===== src/rtl/serial_sample_receiver.sv =====
// 8N1 UART receiver that reassembles 4-byte frames into two 16-bit mic samples.
// Optional build macro MARKER_DETECT_EN: frames with sample_1==16'hFFFF pulse `marker` instead of `valid`.
module serial_sample_receiver #(
  parameter int CLKS_PER_BIT = 15,
  parameter int GAP_CLKS     = 300
) (
  input  logic        clk,
  input  logic        rst,
  input  logic        rx,
  output logic [15:0] sample_1,
  output logic [15:0] sample_2,
  output logic        valid,
  output logic        frame_err,
  output logic [1:0]  byte_idx
`ifdef MARKER_DETECT_EN
  ,
  output logic        marker
`endif
);

  // state | meaning
  // IDLE  | line idle, waiting for a start edge; gap timer runs mid-frame
  // START | qualifying the start bit at its midpoint
  // DATA  | sampling 8 data bits at mid-bit, LSB first
  // STOP  | checking the stop bit at mid-bit
  // BRK   | bad stop bit seen; waiting for the line to return high
  typedef enum logic [2:0] {IDLE, START, DATA, STOP, BRK} state_t;

  localparam int CW = (CLKS_PER_BIT > 1) ? $clog2(CLKS_PER_BIT) : 1;
  localparam int GW = $clog2(GAP_CLKS + 1);
  localparam logic [CW-1:0] HALF     = CW'(CLKS_PER_BIT / 2);
  localparam logic [CW-1:0] LAST     = CW'(CLKS_PER_BIT - 1);
  localparam logic [GW-1:0] GAP_LOAD = GW'(GAP_CLKS - 1);

  state_t        state_q, state_d;
  logic          rx_meta_q, rx_sync_q;
  logic [CW-1:0] cnt_q, cnt_d;
  logic [2:0]    bit_q, bit_d;
  logic [7:0]    shift_q, shift_d;
  logic [1:0]    idx_q, idx_d;
  logic [7:0]    b0_q, b0_d, b1_q, b1_d, b2_q, b2_d;
  logic [15:0]   s1_q, s1_d, s2_q, s2_d;
  logic          valid_q, valid_d;
  logic          err_q, err_d;
  logic [GW-1:0] gap_q, gap_d;
`ifdef MARKER_DETECT_EN
  logic          marker_q, marker_d;
`endif

  always_ff @(posedge clk or posedge rst) begin
    if (rst) begin
      rx_meta_q <= 1'b1;
      rx_sync_q <= 1'b1;
    end else begin
      rx_meta_q <= rx;
      rx_sync_q <= rx_meta_q;
    end
  end

  always_ff @(posedge clk or posedge rst) begin
    if (rst) begin
      state_q  <= IDLE;
      cnt_q    <= '0;
      bit_q    <= '0;
      shift_q  <= '0;
      idx_q    <= '0;
      b0_q     <= '0;
      b1_q     <= '0;
      b2_q     <= '0;
      s1_q     <= '0;
      s2_q     <= '0;
      valid_q  <= 1'b0;
      err_q    <= 1'b0;
      gap_q    <= GAP_LOAD;
`ifdef MARKER_DETECT_EN
      marker_q <= 1'b0;
`endif
    end else begin
      state_q  <= state_d;
      cnt_q    <= cnt_d;
      bit_q    <= bit_d;
      shift_q  <= shift_d;
      idx_q    <= idx_d;
      b0_q     <= b0_d;
      b1_q     <= b1_d;
      b2_q     <= b2_d;
      s1_q     <= s1_d;
      s2_q     <= s2_d;
      valid_q  <= valid_d;
      err_q    <= err_d;
      gap_q    <= gap_d;
`ifdef MARKER_DETECT_EN
      marker_q <= marker_d;
`endif
    end
  end

  always_comb begin
    state_d  = state_q;
    cnt_d    = cnt_q;
    bit_d    = bit_q;
    shift_d  = shift_q;
    idx_d    = idx_q;
    b0_d     = b0_q;
    b1_d     = b1_q;
    b2_d     = b2_q;
    s1_d     = s1_q;
    s2_d     = s2_q;
    valid_d  = 1'b0;
    err_d    = 1'b0;
    gap_d    = GAP_LOAD;
`ifdef MARKER_DETECT_EN
    marker_d = 1'b0;
`endif

    case (state_q)
      IDLE: begin
        cnt_d = '0;
        bit_d = '0;
        // Timeout is resolved before the start edge so a coincident byte lands as byte0.
        if (idx_q != 2'd0) begin
          if (gap_q == '0) begin
            err_d = 1'b1;
            idx_d = 2'd0;
          end else begin
            gap_d = gap_q - 1'b1;
          end
        end
        if (!rx_sync_q) state_d = START;
      end

      START: begin
        if (cnt_q == HALF) begin
          cnt_d   = '0;
          state_d = rx_sync_q ? IDLE : DATA;
        end else begin
          cnt_d = cnt_q + 1'b1;
        end
      end

      DATA: begin
        if (cnt_q == LAST) begin
          cnt_d   = '0;
          shift_d = {rx_sync_q, shift_q[7:1]};
          bit_d   = bit_q + 3'd1;
          if (bit_q == 3'd7) state_d = STOP;
        end else begin
          cnt_d = cnt_q + 1'b1;
        end
      end

      STOP: begin
        if (cnt_q == LAST) begin
          cnt_d = '0;
          if (rx_sync_q) begin
            // Return to IDLE at mid stop bit so a zero-gap next start edge is caught.
            state_d = IDLE;
            idx_d   = idx_q + 2'd1;
            case (idx_q)
              2'd0: b0_d = shift_q;
              2'd1: b1_d = shift_q;
              2'd2: b2_d = shift_q;
              default: begin
`ifdef MARKER_DETECT_EN
                if ({b0_q, b1_q} == 16'hFFFF) begin
                  s2_d     = {b2_q, shift_q};
                  marker_d = 1'b1;
                end else begin
                  s1_d    = {b0_q, b1_q};
                  s2_d    = {b2_q, shift_q};
                  valid_d = 1'b1;
                end
`else
                s1_d    = {b0_q, b1_q};
                s2_d    = {b2_q, shift_q};
                valid_d = 1'b1;
`endif
              end
            endcase
          end else begin
            err_d   = 1'b1;
            idx_d   = 2'd0;
            state_d = BRK;
          end
        end else begin
          cnt_d = cnt_q + 1'b1;
        end
      end

      BRK: begin
        cnt_d = '0;
        if (rx_sync_q) state_d = IDLE;
      end

      default: state_d = IDLE;
    endcase
  end

  assign sample_1  = s1_q;
  assign sample_2  = s2_q;
  assign valid     = valid_q;
  assign frame_err = err_q;
  assign byte_idx  = idx_q;
`ifdef MARKER_DETECT_EN
  assign marker    = marker_q;
`endif

endmodule


===== config.mk =====
export PLATFORM = sky130hd
export DESIGN_NAME = serial_sample_receiver
export DESIGN_NICKNAME = d
export VERILOG_FILES = /design/src/rtl/serial_sample_receiver.sv
export SDC_FILE = /design/constraint.sdc
export NUM_CORES = 1
export LEC_CHECK = 0
export ABC_CLOCK_PERIOD_IN_PS = 3100
export CAP_MARGIN = 20
export CORE_AREA = 2 2 72 142
export CTS_BUF_LIST = sky130_fd_sc_hd__clkbuf_8
export DETAILED_ROUTE_END_ITERATION = 8
export DIE_AREA = 0 0 74 144
export PLACE_DENSITY = 0.57
export SYNTH_ARGS = -nofsm -noshare
export SYNTH_HDL_FRONTEND = slang
export SYNTH_SLANG_ARGS = --single-unit

===== constraint.sdc =====
create_clock -name clk -period 3.1 [get_ports clk]
set_clock_uncertainty 0.2 [all_clocks]
set_input_delay 0.775 -clock clk [delete_from_list [all_inputs] [get_ports clk]]
set_output_delay 0.775 -clock clk [all_outputs]
set_load 0.1 [all_outputs]

# [Word level (Yosys, flattened, before mapping)]
# Cells that the tools add are included.
[word_totals] regBits=89 input_bits=3 out_inout_bits=36
[op_classes] addsub=4 eq_ne=17 n_mux=31 bitwise=1 n_reduce_logical=18
[op_table] operator="two-way mux 9 bit" count=3
[op_table] operator="two-way mux 3 bit" count=8
[op_table] operator="AND reduction 4 bit" count=5
[op_table] operator="!= test 2 bit, second input constant" count=8
[op_table] operator="case mux 3 bit (5 select lines)" count=1
[op_table] operator="case mux 4 bit (3 select lines)" count=1
[op_table] operator="two-way mux 2 bit" count=5
[op_table] operator="zero test 9 bit" count=1
[op_table] operator="subtractor 9 x 1 -> 9 bit, second input constant" count=1
[op_table] operator="two-way mux 1 bit" count=8
[op_table] operator="two-way mux 4 bit" count=2
[op_table] operator="== test 3 x 2 -> 1 bit, second input constant" count=2
[op_table] operator="== test 3 bit, second input constant" count=2
[op_table] operator="case mux 3 bit (2 select lines)" count=1
[op_table] operator="AND reduction 6 bit" count=1
[op_table] operator="nonzero test 2 bit" count=3
[op_table] operator="adder 4 x 1 -> 4 bit, second input constant" count=1
[op_table] operator="== test 4 x 3 -> 1 bit, second input constant" count=1
[op_table] operator="== test 4 bit, second input constant" count=1
[op_table] operator="case mux 2 bit (2 select lines)" count=1
[op_table] operator="AND reduction 2 bit" count=2
[op_table] operator="OR reduction 2 bit" count=2
[op_table] operator="adder 3 x 1 -> 3 bit, second input constant" count=1
[op_table] operator="== test 3 x 1 -> 1 bit, second input constant" count=1
[op_table] operator="9 further kinds" count=9

# [Depth between registers and ports, before layout]
# Gate-level depths: netlist of the first run.
[depth] word_depth=6 depth_mapped=6 depth_no_buf=5

# [Worst setup path after synthesis of the first run]
# Ideal clock, no wire load.
[synth_path] kind="register to register" startpoint="register idx_q[0] (netlist: byte_idx[0])" endpoint="register idx_q[1] (netlist: byte_idx[1])" synth_period_minus_slack_ps=2767 path_stages_with_launch=6 path_buffers=0 arrival_ps=2445 setup_slack_ps=333 required_time_ps=2778 setup_time_ps=122 cell_sequence="dfrtp_1 inv_1 ha_1 or4_1 or3_4 a32o_1"
[synth_between] elab_chain_cells=4 word_cells_on_any_way=7 classes_between="add/sub (1); eq/ne (1); mux (3); reduce/logical (2)"
[synth_rtl] element="start: declaration" line_no="40" text="logic [1:0] idx_q, idx_d;"
[synth_rtl] element="start signal: assignment" line_no="83" text="idx_q <= idx_d;"
[synth_rtl] element="adder 2 x 1 -> 2 bit" line_no="158" text="idx_d = idx_q + 2'd1;"
[synth_rtl] element="two-way mux 2 bit" line_no="155" text="if (rx_sync_q) begin"
[synth_rtl] element="two-way mux 2 bit" line_no="153" text="if (cnt_q == LAST) begin"
[synth_rtl] element="case mux 2 bit (2 select lines)" line_no="116" text="case (state_q)"
# Parallel ways exist; a longest one is shown, timed or not. The select of a mux whose other input is x is not followed.
# A chain may end at the register's enable or synchronous reset.

# [Worst setup path after layout of the first run]
[layout_path] startpoint="register cnt_q[0]" endpoint="register b2_q[1]"
[layout_between] elab_chain_cells=2
[layout_rtl] element="start: declaration" line_no="37" text="logic [CW-1:0] cnt_q, cnt_d;"
[layout_rtl] element="start signal: assignment" line_no="80" text="cnt_q <= cnt_d;"
[layout_rtl] element="== test 4 bit" line_no="153"
[layout_rtl] element="AND reduction 4 bit (no line)"
[layout_rtl] element="end signal: assignment" line_no="69" text="b2_q <= '0;"
[layout_rtl] element="end signal: assignment" line_no="86" text="b2_q <= b2_d;"
[layout_rtl] element="end: declaration" line_no="41" text="logic [7:0] b0_q, b0_d, b1_q, b1_d, b2_q, b2_d;"
# Every way passes these cells.

==> reports/qor.csv, run 1 <==
metric,value,unit
hpwl,5344,um
finalCriticalPeriod,2.429,ns
finalWirelength,7417,um
final_common_cell,dfrtp_1,
coreArea,9635,sq um
avgSynthCellArea,13.62,sq um
ant_nets,0,
overflow,0,
area_delta_synth_final,16.04,%
synth_adder_area_share,3.007,%
synth_compound_area_share,5.780,%
fin_setup_tns,0,ns
synth_top_family_by_area,multiplexers,
crit_required,3.14,ns
holdWs,0.1672,ns
seq_area_frac_synth,59.71,%
cts_hold_repair.buffers,0,
worst_pin_slew,0.7283,ns
io_buffers,38,
path_clk_slew,0.09,ns
setup-violations-final,0,
start_util,38.87,%
post_dp_cell_area,4183,sq um
crit_chain,inv_1 -> ha_1 -> nand4_1 -> nor3_2 -> mux2_2,
cts_tree,yes,
min_path_type,register to register,
grt_max_degree,53,
peakVddDrop,0.2678,mV
root_buffer,clkbuf_8,
io_pins,39,
cp-start-kind,register,
synth_area,3745,sq um
final.period_utilization,78.36,%
r2r_end,b2_q[1],
grt_pass1_vias,2389,
yosys.area_share.simple,8.720,%
gp_congestion,0.6834,
drive_gt1_share,42.01,%
cts_setup_buffers,0,
n_fill_cell,908,
path_class,register to register,
timing.fmax,411.7,MHz
hold_violations,0,
synth-xor-area-share,0.2339,%
max_stage_delay,0.68,ns
gr-usage-all-layers,15.71,%
vias_per_cell,5.093,
regToRegStartpoint,cnt_q[0],
dieArea,10660,sq um
die_x,74,um
cts-resized-gates,0,
design_area,4345,sq um
rsz0062_at_grt,no,
antenna_found_initial,0,
worstPathMaxFanout,8,
htree_levels,3,
finalMaxSlewViolations,0,
final_cell_mix,"dfrtp_1 (82), mux2_2 (67), buf_4 (38)",
netlist-cell-type-count,37,
n_antenna_cell,0,
grt_pass1_wl,12330,um
crit_start,cnt_q[0],
die_y,144,um
arrival,2.47,ns
cts_num_sinks,89,
p_leak,2.113,nW
status,"complete, no violations",
ys_ff_latch,89,
synth.net_count,287,
relSlewSlack,51.18,%
first_iter_violations,147,
critPathCaptureType,register,
ys_top_cells_by_area,"dfrtp_1 (55%), mux2_2 (20%), dfstp_2 (4.9%), ha_1 (3.0%), a21oi_1 (1.2%)",
cpMaxStageDelayCell,nor3_2,
drt-pass1-iter-count,4,
cts_made_buffers,9,
r2r_cells,5,
cap_viol_max_count,0,
synth_mux_area_share,20.15,%
nets,326,
fp-row-count,51,
yosysWarnings,0,
p_per_area,551.1,nW/um^2
synth_top_area_cell,dfrtp_1,
post_drt_wl_per_cell,16.45,um
yosysTopAreaCellShare,54.79,%
crit_end,b2_q[1],
max-clock-path-buffers,2,
synthCells,275,
vias,2297,
clk_latency,0.36,ns
drc,0,
r2r_slack,0.67,ns
## cell type report
class | count | area, sq um | share of cell area [%]
inverters | 9 | 37.54 | 0.8638
clock buffers | 9 | 123.9 | 2.851
repair buffers | 41 | 325.3 | 7.486
clock inverters | 7 | 38.79 | 0.8926
well taps | 132 | 165.2 | 3.801
flip-flops and latches | 89 | 2236 | 51.45
multi-input cells | 164 | 1419 | 32.65
## cell usage after synthesis
cell type	count
clkbuf_1	7
a211oi_1	2
nor3_1	3
a21oi_1	9
buf_2	6
a22oi_1	2
mux2_2	67
and3_1	1
nand2b_1	1
nor2b_1	2
nor3_2	3
or4_1	4
nand2_1	12
nor3b_1	2
or3_1	4
nor4_1	1
a22o_1	4
or4b_1	1
nand3b_1	2
dfstp_2	7
a311oi_1	1
inv_1	9
nand4b_1	1
nand4bb_1	1
a32o_1	1
o31ai_1	5
or2_2	2
or3_4	1
o21ai_0	7
nand4_1	3
nor2_1	5
o21a_1	2
ha_1	9
dfrtp_1	82
nand3_1	4
and4_1	1
xnor2_1	1
## per-layer routing
layer / global-route usage [%] / share of wire (%)
met5: 0 / 0
met4: 6.029 / 1.6
met3: 3.554 / 2.1
met2: 28.85 / 59
met1: 16.89 / 37
## worst min-delay path by stage
stage	depth (start not counted)	to	startpoint	slack, ns
global route	0	rx_sync_q	rx_meta_q	0.17
floorplan	0	rx_sync_q	rx_meta_q	0.15
global placement	0	rx_sync_q	rx_meta_q	0.16
detailed placement	0	rx_sync_q	rx_meta_q	0.15
CTS	0	rx_sync_q	rx_meta_q	0.17
finish	0	rx_sync_q	rx_meta_q	0.17
## worst max-delay path: cells and delay by family, from the launching register on
kind	cells	cell delay, ns
buffers and inverters	1	0.07
multiplexers	1	0.41
adder cells (fa/ha/maj)	1	0.25
AND/OR/NAND/NOR	2	0.95
flip-flops	1	0.43
## flip-flops by register name, indices dropped and copies added, names as in the netlist
name / cells
frame_err: 1
gap_q: 9
shift_q: 8
valid: 1
state_q: 3
b2_q: 8
rx_meta_q: 1
b1_q: 8
sample_1: 16
sample_2: 16
byte_idx: 2
b0_q: 8
rx_sync_q: 1
cnt_q: 4
bit_q: 3
## cells by family (layout without fill, tap and decap cells)
| family | count (synthesis) | count (layout) |
|---|---|---|
| simple gates | 54 | 54 |
| compound gates | 33 | 33 |
| fa+ha+maj | 9 | 9 |
| mux | 67 | 67 |
| buf+inv | 22 | 66 |
| xor+xnor | 1 | 1 |
| flops | 89 | 89 |
## where the power goes
| group | switching [mW] | internal, mW | leakage [nW] |
|---|---|---|---|
| Clock | 0.400 | 0.284 | 0.0918 |
| Sequential | 0.124 | 1.22 | 1.20 |
| Combinational | 0.222 | 0.143 | 0.821 |
| Total | 0.747 | 1.65 | 2.11 |
## stage by stage
step	util (%)	instances	total power, mW	setup WS (ns)
after detailed placement	43.41	435	1.739	0.6686
final	45.10	451	2.395	0.6709
after CTS	45.10	451	2.431	0.6636
after floorplan	-	275	1.635	0.3333
after global placement	43.41	435	1.725	0.7129
after global routing	45.10	451	2.551	0.4643
No activity file was read; power rests on OpenSTA's default activity.
==> run 2: changes to the inputs <==
--- a/config.mk
+++ b/config.mk
@@ -5,7 +5,7 @@
 export SDC_FILE = /design/constraint.sdc
 export NUM_CORES = 1
 export LEC_CHECK = 0
-export ABC_CLOCK_PERIOD_IN_PS = 3100
+export ABC_CLOCK_PERIOD_IN_PS = 2100
 export CAP_MARGIN = 20
 export CORE_AREA = 2 2 72 142
 export CTS_BUF_LIST = sky130_fd_sc_hd__clkbuf_8
==> constraint.sdc (replaced) <==
create_clock -name clk -period 2.1 [get_ports clk]
set_clock_uncertainty 0.2 [all_clocks]
set_input_delay 0.525 -clock clk [delete_from_list [all_inputs] [get_ports clk]]
set_output_delay 0.525 -clock clk [all_outputs]
set_load 0.1 [all_outputs]
==> run 2 against run 1 <==
Against the previous run:
- count of clock-buffer cells in the layout stayed put
- worst setup slack worse by 0.59 ns
- sequential power increased by 43%
- worst hold slack better by 0.0016 ns
- utilization is 7.5 points higher
- register-to-register slack worse by 0.59 ns
- fmax increased by 20%
- sequential cell count is the same
- first-iteration DRC count is 40% lower
- die area is the same
- sequential share of layout area down 7.3 points
- largest cell class unchanged
==> reports/qor.csv, run 2 (synthesized netlist as in run 1, its figures left out) <==
metric,value,unit,change
min_path_type,register to register,,unchanged
area_delta_synth_final,35.28,%,was 16.04%
met3_usage,3.554,%,unchanged
io_buffers,38,,unchanged
finalCriticalPeriod,2.021,ns,was 2.429 ns
swShare,29.54,%,was 31.18%
die_y,144,um,unchanged
root_buffer,clkbuf_8,,unchanged
p_leak,2.339,nW,was 2.113 nW
busiest_layer,met2,,unchanged
relSlewSlack,72.25,%,was 51.18%
cap_viol_max_count,0,,unchanged
die_x,74,um,unchanged
hpwl,5616,um,was 5344 um
grt_max_degree,33,,was 53
max-clock-path-buffers,2,,unchanged
regToRegStartpoint,gap_q[0],,was cnt_q[0]
vias_per_cell,4.996,,was 5.093
r2r_cells,5,,unchanged
first_iter_violations,88,,was 147
crit_required,2.15,ns,was 3.14 ns
cts_num_sinks,89,,unchanged
grt_pass1_vias,2546,,"was 2,389"
r2r_end,byte_idx[1],,was b2_q[1]
path_clk_slew,0.09,ns,about the same
drc,0,,unchanged
arrival,2.07,ns,was 2.47 ns
power_frac_seq,48.5,%,was 56.2%
timing.fmax,494.8,MHz,was 411.7 MHz
overflow,0,,unchanged
critPathCaptureType,register,,unchanged
worstPathMaxFanout,4,,was 8
dieArea,10660,sq um,unchanged
gp_congestion,0.8453,,was 0.6834
coreArea,9635,sq um,unchanged
final_cell_mix,"dfrtp_1 (80), mux2_2 (67), buf_12 (39)",,"was dfrtp_1 (82), mux2_2 (67), buf_4 (38)"
multi_input_area,1434,sq um,was 1419 sq um
final.period_utilization,96.23,%,was 78.36%
io_pins,39,,unchanged
nets,347,,was 326
hold_violations,0,,unchanged
grt_util_met1,17.35,%,was 16.89%
n_antenna_cell,0,,unchanged
use_met2,29.37,%,was 28.85%
switchingPower,1.175,mW,was 0.7467 mW
peakVddDrop,0.6537,mV,was 0.2678 mV
min_to,rx_sync_q,,unchanged
power.clock.fraction,33.3,%,was 28.6%
n_fill_cell,813,,was 908
preCtsSetupSlack,0.02752,ns,was 0.6686 ns
cts_made_buffers,9,,unchanged
rsz0062_at_grt,no,,unchanged
worstHoldPathCells,0,,unchanged
finalWirelength,7525,um,was 7417 um
p_int,2.803,mW,was 1.648 mW
gr-usage-all-layers,16.10,%,was 15.71%
start_util,38.87,%,unchanged
drive_gt1_share,47.94,%,was 42.01%
post_drt_wl_per_cell,15.94,um,was 16.45 um
worst_pin_slew,0.4154,ns,was 0.7283 ns
fin_setup_tns,0,ns,unchanged
hold_start,rx_meta_q,,unchanged
p_comb_share,18.1,%,was 15.3%
grt_pass1_wl,12730,um,"was 12,330 um"
cp-start-kind,register,,unchanged
cts_tree,yes,,unchanged
vias,2358,,"was 2,297"
drt-pass1-iter-count,4,,unchanged
path_class,register to register,,unchanged
ant_nets,0,,unchanged
p_per_area,785.2,nW/um^2,was 551.1 nW/um^2
finalMaxSlewViolations,0,,unchanged
clk_latency,0.37,ns,was 0.36 ns
regArea,2238,sq um,was 2236 sq um
antenna_found_initial,0,,unchanged
r2r_slack,0.08,ns,was 0.67 ns
htree_levels,3,,unchanged
p_total,3.978,mW,was 2.395 mW
final_common_cell,dfrtp_1,,unchanged
status,"complete, no violations",,unchanged
fp-row-count,51,,unchanged
setup-violations-final,0,,unchanged
postLayoutSetupSlackWorst,0.07912,ns,was 0.6709 ns
cts_hold_repair.buffers,0,,unchanged
-- run 2: changes by cell type in the layout (fill, tap and decap cells not counted), moves of 2 or more --
cell	delta
buf_12	+38
buf_4	-19
buf_6	+2
bufinv_16	+2
clkinv_2	-3
dfrtp_1	-2
dfrtp_2	+2
ha_1	-2
inv_1	-4
inv_2	+2
-- run 2: worst max-delay path, cell delays in order (launching register included) --
cell and delay (ns):
dfstp_2 0.39, inv_1 0.05, ha_1 0.15, or4b_1 0.46, or3_4 0.40, a32o_1 0.25
-- run 2: routing by layer --
metal	vias to the layer above	share of wire, %
met3	10	2.3
met4	0	1.7
li1	1116	-
met2	32	60
met5	-	0
met1	1200	36
-- run 2: worst max-delay path by stage --
| stage | from | endpoint | cells past startpoint |
|---|---|---|---|
| floorplan | byte_idx[0] | byte_idx[1] | 5 |
| global placement | cnt_q[0] | b1_q[4] | 6 |
| detailed placement | cnt_q[0] | b1_q[5] | 6 |
| CTS | cnt_q[0] | b1_q[5] | 6 |
| global route | cnt_q[0] | b1_q[5] | 6 |
| finish | gap_q[0] | byte_idx[1] | 5 |
-- run 2: metrics by stage --
step / std cells / hold WS (ns) / utilization (%) / instance area (sq um)
2_1_floorplan: 275 / 0.1452 / - / 3764
3_3_place_gp: 455 / 0.1548 / 50.06 / 4823
3_5_place_dp: 455 / 0.1551 / 50.06 / 4823
4_1_cts: 471 / 0.1701 / 52.40 / 5049
5_1_grt: 472 / 0.1736 / 52.58 / 5066
6_report: 472 / 0.1688 / 52.58 / 5066
-- run 2: power groups by stage --
| stage | clock network [mW] | logic [mW] | registers, mW |
|---|---|---|---|
| floorplan | 0 | 0.457 | 1.97 |
| global placement | 0 | 0.706 | 1.96 |
| detailed placement | 0 | 0.721 | 1.96 |
| CTS | 1.37 | 0.726 | 1.93 |
| global route | 1.43 | 0.802 | 1.95 |
| finish | 1.33 | 0.721 | 1.93 |
-- run 2: final cells by class --
type	count	area share [%]
Clock buffer	9	2.445
Multi-Input combinational cell	164	28.30
Clock inverter	7	2.000
Tap cell	132	3.260
Inverter	9	0.7409
Timing Repair Buffer	62	19.07
Sequential cell	89	44.18
-- run 2: timing repair --
item / CTS / global route
setup endpoints to repair: 0 / 32
gates resized for setup: 0 / 3
setup buffers: 0 / 1
==> run 3: changes to the inputs <==
--- a/config.mk
+++ b/config.mk
@@ -6,12 +6,12 @@
 export NUM_CORES = 1
 export LEC_CHECK = 0
 export ABC_CLOCK_PERIOD_IN_PS = 2100
-export CAP_MARGIN = 20
 export CORE_AREA = 2 2 72 142
 export CTS_BUF_LIST = sky130_fd_sc_hd__clkbuf_8
 export DETAILED_ROUTE_END_ITERATION = 8
 export DIE_AREA = 0 0 74 144
 export PLACE_DENSITY = 0.57
+export SKIP_CTS_REPAIR_TIMING = 1
 export SYNTH_ARGS = -nofsm -noshare
 export SYNTH_HDL_FRONTEND = slang
 export SYNTH_SLANG_ARGS = --single-unit
==> results of run 3 <==
Final layout, timing and power as in run 2 (identical DEF).
